## src/rtl/lcd_write_sequencer.sv

```systemverilog
`default_nettype none
// ============================================================================
// Module  : lcd_write_sequencer
// Brief   : HD44780 power-up/init sequencer and single-byte write timing engine
// Revision: 1.0 - initial release
// ============================================================================
module lcd_write_sequencer #(
  parameter int CNT_W    = 20,
  parameter int T_PWRUP  = 750000,
  parameter int T_SETUP  = 2,
  parameter int T_E_HIGH = 12,
  parameter int T_HOLD   = 2,
  parameter int T_EXEC   = 2000,
  parameter int T_CLEAR  = 82000
) (
  input  logic       clk,
  input  logic       rst,
  input  logic       wr_valid,
  output logic       wr_ready,
  input  logic       wr_rs,
  input  logic [7:0] wr_data,
  output logic       init_done,
  output logic       busy,
  output logic       lcd_e,
  output logic       lcd_rs,
  output logic       lcd_rw,
  output logic       lcd_on,
  output logic [7:0] lcd_data
);

  typedef enum logic [2:0] {
    S_PWRUP = 3'd0,
    S_SETUP = 3'd1,
    S_EHIGH = 3'd2,
    S_HOLD  = 3'd3,
    S_EXEC  = 3'd4,
    S_IDLE  = 3'd5
  } state_t;

  // Terminal counts; a zero delay collapses to a single cycle.
  localparam logic [CNT_W-1:0] c_PWRUP_LAST = CNT_W'((T_PWRUP  > 1) ? T_PWRUP  - 1 : 0);
  localparam logic [CNT_W-1:0] c_SETUP_LAST = CNT_W'((T_SETUP  > 1) ? T_SETUP  - 1 : 0);
  localparam logic [CNT_W-1:0] c_EHIGH_LAST = CNT_W'((T_E_HIGH > 1) ? T_E_HIGH - 1 : 0);
  localparam logic [CNT_W-1:0] c_HOLD_LAST  = CNT_W'((T_HOLD   > 1) ? T_HOLD   - 1 : 0);
  localparam logic [CNT_W-1:0] c_EXEC_LAST  = CNT_W'((T_EXEC   > 1) ? T_EXEC   - 1 : 0);
  localparam logic [CNT_W-1:0] c_CLEAR_LAST = CNT_W'((T_CLEAR  > 1) ? T_CLEAR  - 1 : 0);
  localparam logic [1:0]       c_INIT_LAST  = 2'd3;

  state_t           r_state;
  state_t           w_state_nxt;
  logic [CNT_W-1:0] r_cnt;
  logic [1:0]       r_init_idx;
  logic [1:0]       w_init_idx_nxt;
  logic             r_init_done;
  logic             r_lcd_e;
  logic             r_lcd_rs;
  logic             r_lcd_on;
  logic [7:0]       r_lcd_data;
  logic             w_load_init;
  logic             w_hs;
  logic             w_done_set;
  logic             w_is_clear;
  logic [CNT_W-1:0] w_exec_last;

  function automatic logic [7:0] init_byte(input logic [1:0] idx);
    case (idx)
      2'd0:    init_byte = 8'h38;
      2'd1:    init_byte = 8'h0C;
      2'd2:    init_byte = 8'h01;
      default: init_byte = 8'h06;
    endcase
  endfunction

  // Clear/home commands need the long execution wait.
  assign w_is_clear  = !r_lcd_rs && (r_lcd_data == 8'h01 || r_lcd_data == 8'h02 ||
                                     r_lcd_data == 8'h03);
  assign w_exec_last = w_is_clear ? c_CLEAR_LAST : c_EXEC_LAST;

  always_ff @(posedge clk) begin
    if (rst) r_state <= S_PWRUP;
    else     r_state <= w_state_nxt;
  end

  always_comb begin
    w_state_nxt    = r_state;
    w_init_idx_nxt = r_init_idx;
    w_load_init    = 1'b0;
    w_hs           = 1'b0;
    w_done_set     = 1'b0;
    case (r_state)
      S_PWRUP: if (r_cnt == c_PWRUP_LAST) begin
        w_state_nxt = S_SETUP;
        w_load_init = 1'b1;
      end
      S_SETUP: if (r_cnt == c_SETUP_LAST) w_state_nxt = S_EHIGH;
      S_EHIGH: if (r_cnt == c_EHIGH_LAST) w_state_nxt = S_HOLD;
      S_HOLD:  if (r_cnt == c_HOLD_LAST)  w_state_nxt = S_EXEC;
      S_EXEC: if (r_cnt == w_exec_last) begin
        if (!r_init_done && r_init_idx != c_INIT_LAST) begin
          w_state_nxt    = S_SETUP;
          w_init_idx_nxt = r_init_idx + 2'd1;
          w_load_init    = 1'b1;
        end else begin
          w_state_nxt = S_IDLE;
          w_done_set  = !r_init_done;
        end
      end
      S_IDLE: if (wr_valid && r_init_done) begin
        w_state_nxt = S_SETUP;
        w_hs        = 1'b1;
      end
      default: w_state_nxt = S_PWRUP;
    endcase
  end

  always_ff @(posedge clk) begin
    if (rst) begin
      r_cnt       <= '0;
      r_init_idx  <= 2'd0;
      r_init_done <= 1'b0;
      r_lcd_e     <= 1'b0;
      r_lcd_rs    <= 1'b0;
      r_lcd_on    <= 1'b0;
      r_lcd_data  <= 8'h00;
    end else begin
      r_cnt      <= (w_state_nxt != r_state || r_state == S_IDLE) ? '0 : r_cnt + 1'b1;
      r_init_idx <= w_init_idx_nxt;
      r_lcd_on   <= 1'b1;
      // E is registered from the next state so it tracks EHIGH exactly.
      r_lcd_e    <= (w_state_nxt == S_EHIGH);
      if (w_done_set) r_init_done <= 1'b1;
      if (w_load_init) begin
        r_lcd_rs   <= 1'b0;
        r_lcd_data <= init_byte(w_init_idx_nxt);
      end else if (w_hs) begin
        r_lcd_rs   <= wr_rs;
        r_lcd_data <= wr_data;
      end
    end
  end

  assign busy      = (r_state != S_IDLE);
  assign wr_ready  = (r_state == S_IDLE) && r_init_done;
  assign init_done = r_init_done;
  assign lcd_e     = r_lcd_e;
  assign lcd_rs    = r_lcd_rs;
  assign lcd_rw    = 1'b0;
  assign lcd_on    = r_lcd_on;
  assign lcd_data  = r_lcd_data;

endmodule
`default_nettype wire

```

## config.mk

```make
export PLATFORM = sky130hd
export DESIGN_NAME = lcd_write_sequencer
export DESIGN_NICKNAME = d
export VERILOG_FILES = /design/src/rtl/lcd_write_sequencer.sv
export SDC_FILE = /design/constraint.sdc
export NUM_CORES = 1
export LEC_CHECK = 0
export CAP_MARGIN = 20
export CORE_MARGIN = 2
export CORE_UTILIZATION = 57
export CTS_CLUSTER_DIAMETER = 80
export DETAILED_ROUTE_END_ITERATION = 16
export PLACE_DENSITY = 0.82
export SETUP_SLACK_MARGIN = 0.05
export SLEW_MARGIN = 20
export SYNTH_ARGS = -nofsm -noshare
export SYNTH_HDL_FRONTEND = slang
export SYNTH_SLANG_ARGS = --single-unit
export TNS_END_PERCENT = 30
```

## constraint.sdc

```tcl
create_clock -name clk -period 6.1 [get_ports clk]
set_input_delay 1.22 -clock clk [delete_from_list [all_inputs] [get_ports clk]]
set_output_delay 1.22 -clock clk [all_outputs]
set_load 0.01 [all_outputs]
```

After elaboration in Yosys (flattened, before gate mapping)
Cells that the tools add are included.
W data, S select, Z words.

cells by class
  add/sub/neg operators = 2
  eq/ne operators = 18
  mux-type cells = 25
  reductions and logical operators = 14

operators by type and width
  kind                     number
  $mux W3                  7
  $add A20 B1 Y20 const B  1
  $eq A20 B1 Y1 const B    1
  $eq A20 B17 Y1           1
  $eq A20 B20 Y1 const B   1
  $eq A20 B4 Y1 const B    1
  $pmux W3 S6              1
  $pmux W6 S3              1
  $mux W17                 1
  $eq A8 B2 Y1 const B     2
  $mux W8                  2
  $eq A3 B2 Y1 const B     3
  $mux W1                  9
  $eq A8 B1 Y1 const B     1
  $eq A3 B3 Y1 const B     2
  $mux W2                  3
  $logic_and A1 B1 Y1      4
  $reduce_or A2 Y1         2
  $eq A3 B1 Y1 const B     1
  $logic_not A3 Y1         1
  $logic_or A1 B1 Y1       3
  $ne A3 B3 Y1             1
  $ne A3 B3 Y1 const B     1
  $add A2 B1 Y2 const B    1
  7 further kinds          8

word-level totals
  register bits after elaboration = 37
  input bits = 12
  output and inout port bits = 15
  logic and storage cells = 67

Depth between registers and ports, before layout
Gate-level depths: netlist of run 1.

  word-level depth = 11
  mapped depth = 8
  mapped depth without buffers = 7

Worst setup path before layout of run 1
No wires, ideal clock.

  path kind = reg-to-reg
  from = register r_cnt[4]
  to = register r_cnt[8]
  setup time = 0.115 ns
  data arrival time = 2.355 ns
  required time = 5.985 ns
  slack = 3.630 ns
  stages on the path, launching flop included = 8
  buffers on the path = 1
  period minus slack after synthesis = 2.470 ns
  path through = dfxtp_1 > or4_4 > or4_4 > nor4_4 > a311oi_2 > o22ai_4 > buf_8 > nor2_2

on the way
  cells in the longest elaborated chain, start to end = 6
  elaborated cells between the ends (all ways) = 14
  classes of those cells = add/sub (1); eq/ne (5); mux (6); reduce/logical (2)

RTL lines
  element                                 RTL line  RTL
  start, declared                         51        logic [CNT_W-1:0] r_cnt;
  start signal, assigned                  126       r_cnt <= (w_state_nxt != r_state || r_state == S_IDLE) ? '0 : r_cnt + 1'b1;
  $eq A20 B17 Y1 (tied with other cells)  98        S_EXEC: if (r_cnt == w_exec_last) begin
  $mux W3 (on tied branches)              n/a
  $pmux W3 S6                             90        case (r_state)
  $ne A3 B3 Y1                            126
  $logic_or A1 B1 Y1                      126
  $reduce_or A2 Y1 (no line)              n/a

Parallel ways exist; a longest one is shown, timed or not.
A chain may end at the register's enable or synchronous reset.

Final worst setup path of run 1
  from = register r_state[2]
  to = output port wr_ready

on the way
  cells in the longest elaborated chain, start to end = 2

RTL lines
  element                 RTL line  RTL
  start, declared         49        state_t r_state;
  start signal, assigned  81        else r_state <= w_state_nxt;
  $eq A3 B3 Y1            143       assign wr_ready = (r_state == S_IDLE) && r_init_done;
  $logic_and A1 B1 Y1     143
  end, declared           19        output logic wr_ready,

Every way passes these cells.

==> reports/summary.txt, run 1 <==
Post-synth EDFFs = 0
Worst R2R End = r_cnt[19]
Highest routed layer = met4
Dpl cell area = 2250 µm²
Worst-margin pin slew = 0.654 ns
Post-DRT Antenna Nets = 0
Mean area per synthesized cell = 9.06 µm²
Initial Util = 59.8%
Clk slew on worst S/H paths = 0.12 ns
Nets@finish = 261
Crit-path max cell delay = 0.54 ns
Top-count cell post-synth = dfxtp_1
Final worst slack = 2.78 ns
Largest net degree at the start of global routing = 18
Critical path type = reg2out
CTS Hold Bufs = 0
# setup viols final = 0
Max Buffers Root-to-Sink = 2
Reg2reg start = r_cnt[4]
Die area = 4020 µm²
Vias in the first global route = 1,592
Reg-to-reg setup timing slack = 3.27 ns
Post-synthesis instance total = 222
GR Util All Layers = 22.6%
Setup Fix Bufs, Post-CTS = 0
Design area = 2360 µm²
Max-Cap Viols = 0
Most instantiated cells after synthesis = 37 x dfxtp_1, 21 x nor2_1, 15 x nand2_1, 14 x nand3_1
Sequential area share after synthesis = 36.8%
Pleak = 0.864 nW
Pre-CTS setup slack = 2.96 ns
Hold Path Origin = lcd_data[4]
Async SR Flop Fraction = 0%
Grt total ovfl = 0
CP Launch Type = flop
Avg WL per Cell = 13.6 µm
Crit path max-delay cell type = clkdlybuf4s50_1
Root Buffer = clkbuf_4
Die Y = 63.4 µm
Worst Setup End Kind = primary output
Rows = 21
Fmax = 301 MHz
WL met1 = 1830 µm
Crit path launch = r_state[2]
Seq cells post-synth = 37
Syn nets = 237
Clock sinks = 37
Clock Latency Late Sink = 0.35 ns
P per Cell Area = 227 nW/µm²
Critical Path RT = 4.88 ns
Dominant cells by area after synthesis = dfxtp_1 37%, xnor2_1 4.4%, nor2_1 3.9%
Maximum vdd drop = 0.278 mV
Vias = 1,651
Post-CTS sizing = 0
Max-slew violations = 0
CP cell instances = nor2b_1 > nand2_1 > nor2_1 > clkdlybuf4s50_1
Die X-Extent = 63.4 µm
Yosys top cell by area = dfxtp_1
First-pass GRT wire length = 7260 µm
RSZ-0062 raised after global routing = false
Synth Warn # = 0
DR iter-0 viols = 75
WL final = 3990 µm
TritonCTS clock tree = built
Final hold violation count = 0
CP Max Fanout = 8
Minimum clock period = 3.32 ns
Crit. path cell count = 4
CORE AREA = 3360 µm²
Drc violations = 0
Met2 wire length = 1850 µm
Share of layout cells above drive strength 1 = 15.8%
Synth-to-Final Area Change = 17.2%
Share of the synthesized area in the top cell type = 36.8%
Number of cells on the worst reg-to-reg path = 6
Setup tns final = 0 ns
Max_slew headroom = 56.2%
IO Count = 27
Pre-antenna DRT Iters = 4
Routability cong. = 0.913
Period Utilization, post-route = 54.4%
WHS Endpoint = lcd_data[4]
CP bufs+invs = 1
Detailed placement HPWL = 2870 µm
# fillers = 287
Status = complete, no violations
H-tree levels = 2
Vias per inst = 5.63
Clock skew = 0.0175 ns
Synth Cell Area = 2010 µm²
Initial antenna violation count = 0
Number of cells on the worst hold path = 2
Post-synth top flop = dfxtp_1
Hold WC Path Type = reg2reg
Metal3 WL = 215 µm
Antenna fix cells = 0
Critical path's top delay family = simple AND/OR/NAND/NOR gates
Netlist cell types = 53
Input/output buffers = 25
Final core occ = 70.1%
Critical path arrival = 2.10 ns
Total CTS buffers = 5
## logic make-up after synthesis
| logic type | count (synthesis) | share of synthesized area, % |
|---|---|---|
| adders and majority gates | 3 | 1.87 |
| AOI/OAI and AO/OA | 25 | 11.4 |
| other | 1 | 0.186 |
| DFF | 37 | 36.8 |
| and+or+nand+nor | 110 | 32.2 |
| buffers and inverters | 20 | 5.47 |
| muxes | 7 | 3.73 |
| xor gates and xnor gates | 19 | 8.27 |
## tightest hold or removal path: cells and delay by family, from the launching register on
family,cells,cell delay [ns]
flip-flops,1,0.35
buffers and inverters,1,0.06
AO/OA/AOI/OAI,1,0.05
## layout make-up
class	count	area, µm²	area share (%)
Multi-Input combinational cell	165	1160	49.3
Sequential cell	37	741	31.4
Timing Repair Buffer	25	250	10.6
Clock inverter	3	65.1	2.76
Tap cell	46	57.6	2.44
Inverter	12	45.0	1.91
Clock buffer	5	37.5	1.59
## placed cells by master, fill, tap and decap left out, drive strengths merged, types with 2 or more instances in the layout
master and instances:
a21oi 4, a221oi 2, a31o 3, a31oi 4, and2 3, and3 5
bufinv 2, clkbuf 5, clkdlybuf4s50 25, dfxtp 37, ha 3, inv 12
mux2i 6, nand2 15, nand3 15, nand4 9, nor2 31, nor2b 3
nor3 12, nor4 6, o21ai 2, or4 7, xnor2 10, xor2 9
## metrics by stage
stage	hold slack, ns	power (mW)	cells
floorplan	0.454	0.318	222
global placement	0.472	0.330	285
detailed placement	0.479	0.331	285
CTS	0.498	0.539	293
global route	0.535	0.561	293
finish	0.496	0.534	293
## worst max-delay path by stage
stage / to
5_1_grt: wr_ready
3_3_place_gp: r_cnt[5]
4_1_cts: wr_ready
6_report: wr_ready
2_1_floorplan: r_cnt[8]
3_5_place_dp: r_cnt[4]
## flip-flops by register name, indices dropped and copies added (netlist names)
name / count
init_done: 1
lcd_data: 8
lcd_e: 1
lcd_on: 1
lcd_rs: 1
r_cnt: 20
r_init_idx: 2
r_state: 3
## layer usage
metal	track usage (%)	vias to the layer above
li1	-	844
met2	36.4	39
met3	6.25	10
met5	0	-
met4	10.3	0
met1	28.0	758
## where the power goes
group / leakage [nW] / total (mW) / internal, mW / switching, mW
logic: 0.510 / 0.0570 / 0.0284 / 0.0285
clock network: 0.0552 / 0.209 / 0.127 / 0.0824
registers: 0.299 / 0.268 / 0.252 / 0.0157
No activity file was read; power rests on OpenSTA's default activity.
==> inputs of run 2 (changes only) <==
Settings changed: CORE_UTILIZATION 57 to 49, PLACE_DENSITY 0.82 to 0.75.
Clock period 6.1 ns to 2.8 ns, I/O delays scaled along.
==> run 2 against run 1 <==
Effect of this change: via count is 0.18% lower; wire length grew 1.5%; global-route usage down 3.2 points; cell count increased by 2.7%; non-clock buffer count rose by 4; setup slack lost 2.6 ns; largest power group unchanged.
==> reports/summary.txt, run 2 (synthesized netlist as in run 1, its figures left out) <==
Input/output buffers = 25 (unchanged)
Hold Slack = 0.483 ns (-0.0127 ns)
Clock Latency Late Sink = 0.28 ns (-0.07 ns)
Logic pwr share = 12.1% (+1.4 points)
Largest register FFs = 20 (unchanged)
Most flops, register = r_cnt
H-tree levels = 2 (unchanged)
Number of cells on the worst hold path = 2 (unchanged)
Final hold violation count = 0 (unchanged)
First-pass GRT wire length = 6680 µm (-8.0%)
CTS Hold Bufs = 0 (unchanged)
Share of layout cells above drive strength 1 = 15.9% (+0.15 points)
Critical path type = reg2reg
Setup tns final = 0 ns (unchanged)
Critical path arrival = 2.82 ns (+0.72 ns)
Vias = 1,648 (-0.18%)
Clock skew = 0.00353 ns (-0.0140 ns)
CP Max Fanout = 8 (unchanged)
Initial Util = 50.7% (-9.2 points)
Critical Path RT = 2.98 ns (-1.90 ns)
Minimum clock period = 2.65 ns
Worst Setup End Kind = flop
Pre-antenna DRT Iters = 4 (unchanged)
Vias per inst = 5.48 (-2.8%)
RSZ-0062 raised after global routing = false
Internal power = 0.793 mW (+94%)
Clock power frac = 33.1% (-6.1 points)
Nets@finish = 265 (+1.5%)
Max_slew headroom = 58.1% (+1.8 points)
Largest net degree at the start of global routing = 18 (unchanged)
# setup viols final = 0 (unchanged)
Clk slew on worst S/H paths = 0.07 ns (-0.05 ns)
Post-DRT Antenna Nets = 0 (unchanged)
Max-Cap Viols = 0 (unchanged)
P per Cell Area = 448 nW/µm² (+98%)
Sequential power share = 54.8% (+4.6 points)
Status = complete, no violations
Vias in the first global route = 1,430 (-10%)
Number of cells on the worst reg-to-reg path = 6 (unchanged)
Maximum vdd drop = 0.238 mV (-14%)
WL final = 4050 µm (+1.5%)
Post-CTS sizing = 0 (unchanged)
Sw Share = 25.7% (+2.0 points)
Die Y = 68.1 µm (+7.4%)
Period Utilization, post-route = 94.5%
CP Launch Type = flop
Clock sinks = 37 (unchanged)
Commonest cells after routing, fill and taps aside = 37 x dfxtp_1, 25 x clkdlybuf4s50_1, 21 x nor2_1
Routability cong. = 0.902 (-1.2%)
Initial antenna violation count = 0 (unchanged)
Max-slew violations = 0 (unchanged)
Max Buffers Root-to-Sink = 2 (unchanged)
DR iter-0 viols = 102 (+36%)
Die X-Extent = 68.1 µm (+7.4%)
Fmax = 378 MHz
Setup Fix Bufs, Post-CTS = 0 (unchanged)
Worst-margin pin slew = 0.623 ns (-0.0313 ns)
Detailed placement HPWL = 2980 µm (+4.0%)
GR Util All Layers = 19.4% (-3.2 points)
Pleak = 0.872 nW (+0.87%)
Most common cell after layout, fill and taps aside = dfxtp_1
Hold WC Path Type = reg2reg
IO Count = 27 (unchanged)
Avg WL per Cell = 13.5 µm (-1.2%)
Drc violations = 0 (unchanged)
Total CTS buffers = 5 (unchanged)
Rows = 23 (+9.5%)
Die area = 4630 µm² (+15%)
TritonCTS clock tree = built
Root Buffer = clkbuf_8
Antenna fix cells = 0 (unchanged)
Sw power = 0.274 mW (+120%)
Grt total ovfl = 0 (unchanged)
CORE AREA = 3970 µm² (+18%)
Synth-to-Final Area Change = 18.4%
run 2: path summary, 6_finish.rpt:
kind | slack (ns) | to | startpoint
hold / removal | 0.48 | lcd_data[5] | lcd_data[5]
setup / recovery | 0.15 | lcd_data[3] | r_cnt[4]
hold reg to reg | 0.48 | lcd_data[5] | lcd_data[5]
setup reg to reg | 0.15 | lcd_data[3] | r_cnt[4]
run 2: per-layer routing:
metal | wire length [µm] | track usage [%]
met1 | 1990 | 26.2
met2 | 1800 | 29.9
met3 | 208 | 5.59
met4 | 52 | 6.00
met5 | 0 | 0
run 2: area by class of cell:
cell class	count	area, µm²
tap	50	62.6
sequential	37	741
timing repair buffer	29	293
inverter	12	45.0
fill	354	1590
multi-input combinational	165	1160
clock buffer	8	80.1
run 2: worst max-delay path: stages, from the launching register on:
cell and delay, ns:
dfxtp_1 0.33, or4_4 0.56, or4_4 0.49, nor4_4 0.50, a31oi_2 0.16, and3_1 0.24, o31a_1 0.27
run 2: through the flow:
stage	cells	worst slack [ns]	total power, mW	instance area, µm²	util (%)
6_report	301	0.153	1.07	2380	60.0
5_1_grt	301	0.0542	1.12	2380	60.0
4_1_cts	301	0.190	1.08	2380	60.0
3_5_place_dp	293	0.200	0.728	2300	58.0
3_3_place_gp	293	0.243	0.723	2300	58.0
2_1_floorplan	222	0.330	0.693	2010	-
run 2: power groups by stage:
stage | clock network, mW | registers (mW) | logic (mW)
6_report | 0.353 | 0.584 | 0.129
2_1_floorplan | 0 | 0.581 | 0.111
4_1_cts | 0.366 | 0.584 | 0.132
3_5_place_dp | 0 | 0.595 | 0.132
3_3_place_gp | 0 | 0.594 | 0.129
5_1_grt | 0.386 | 0.590 | 0.146
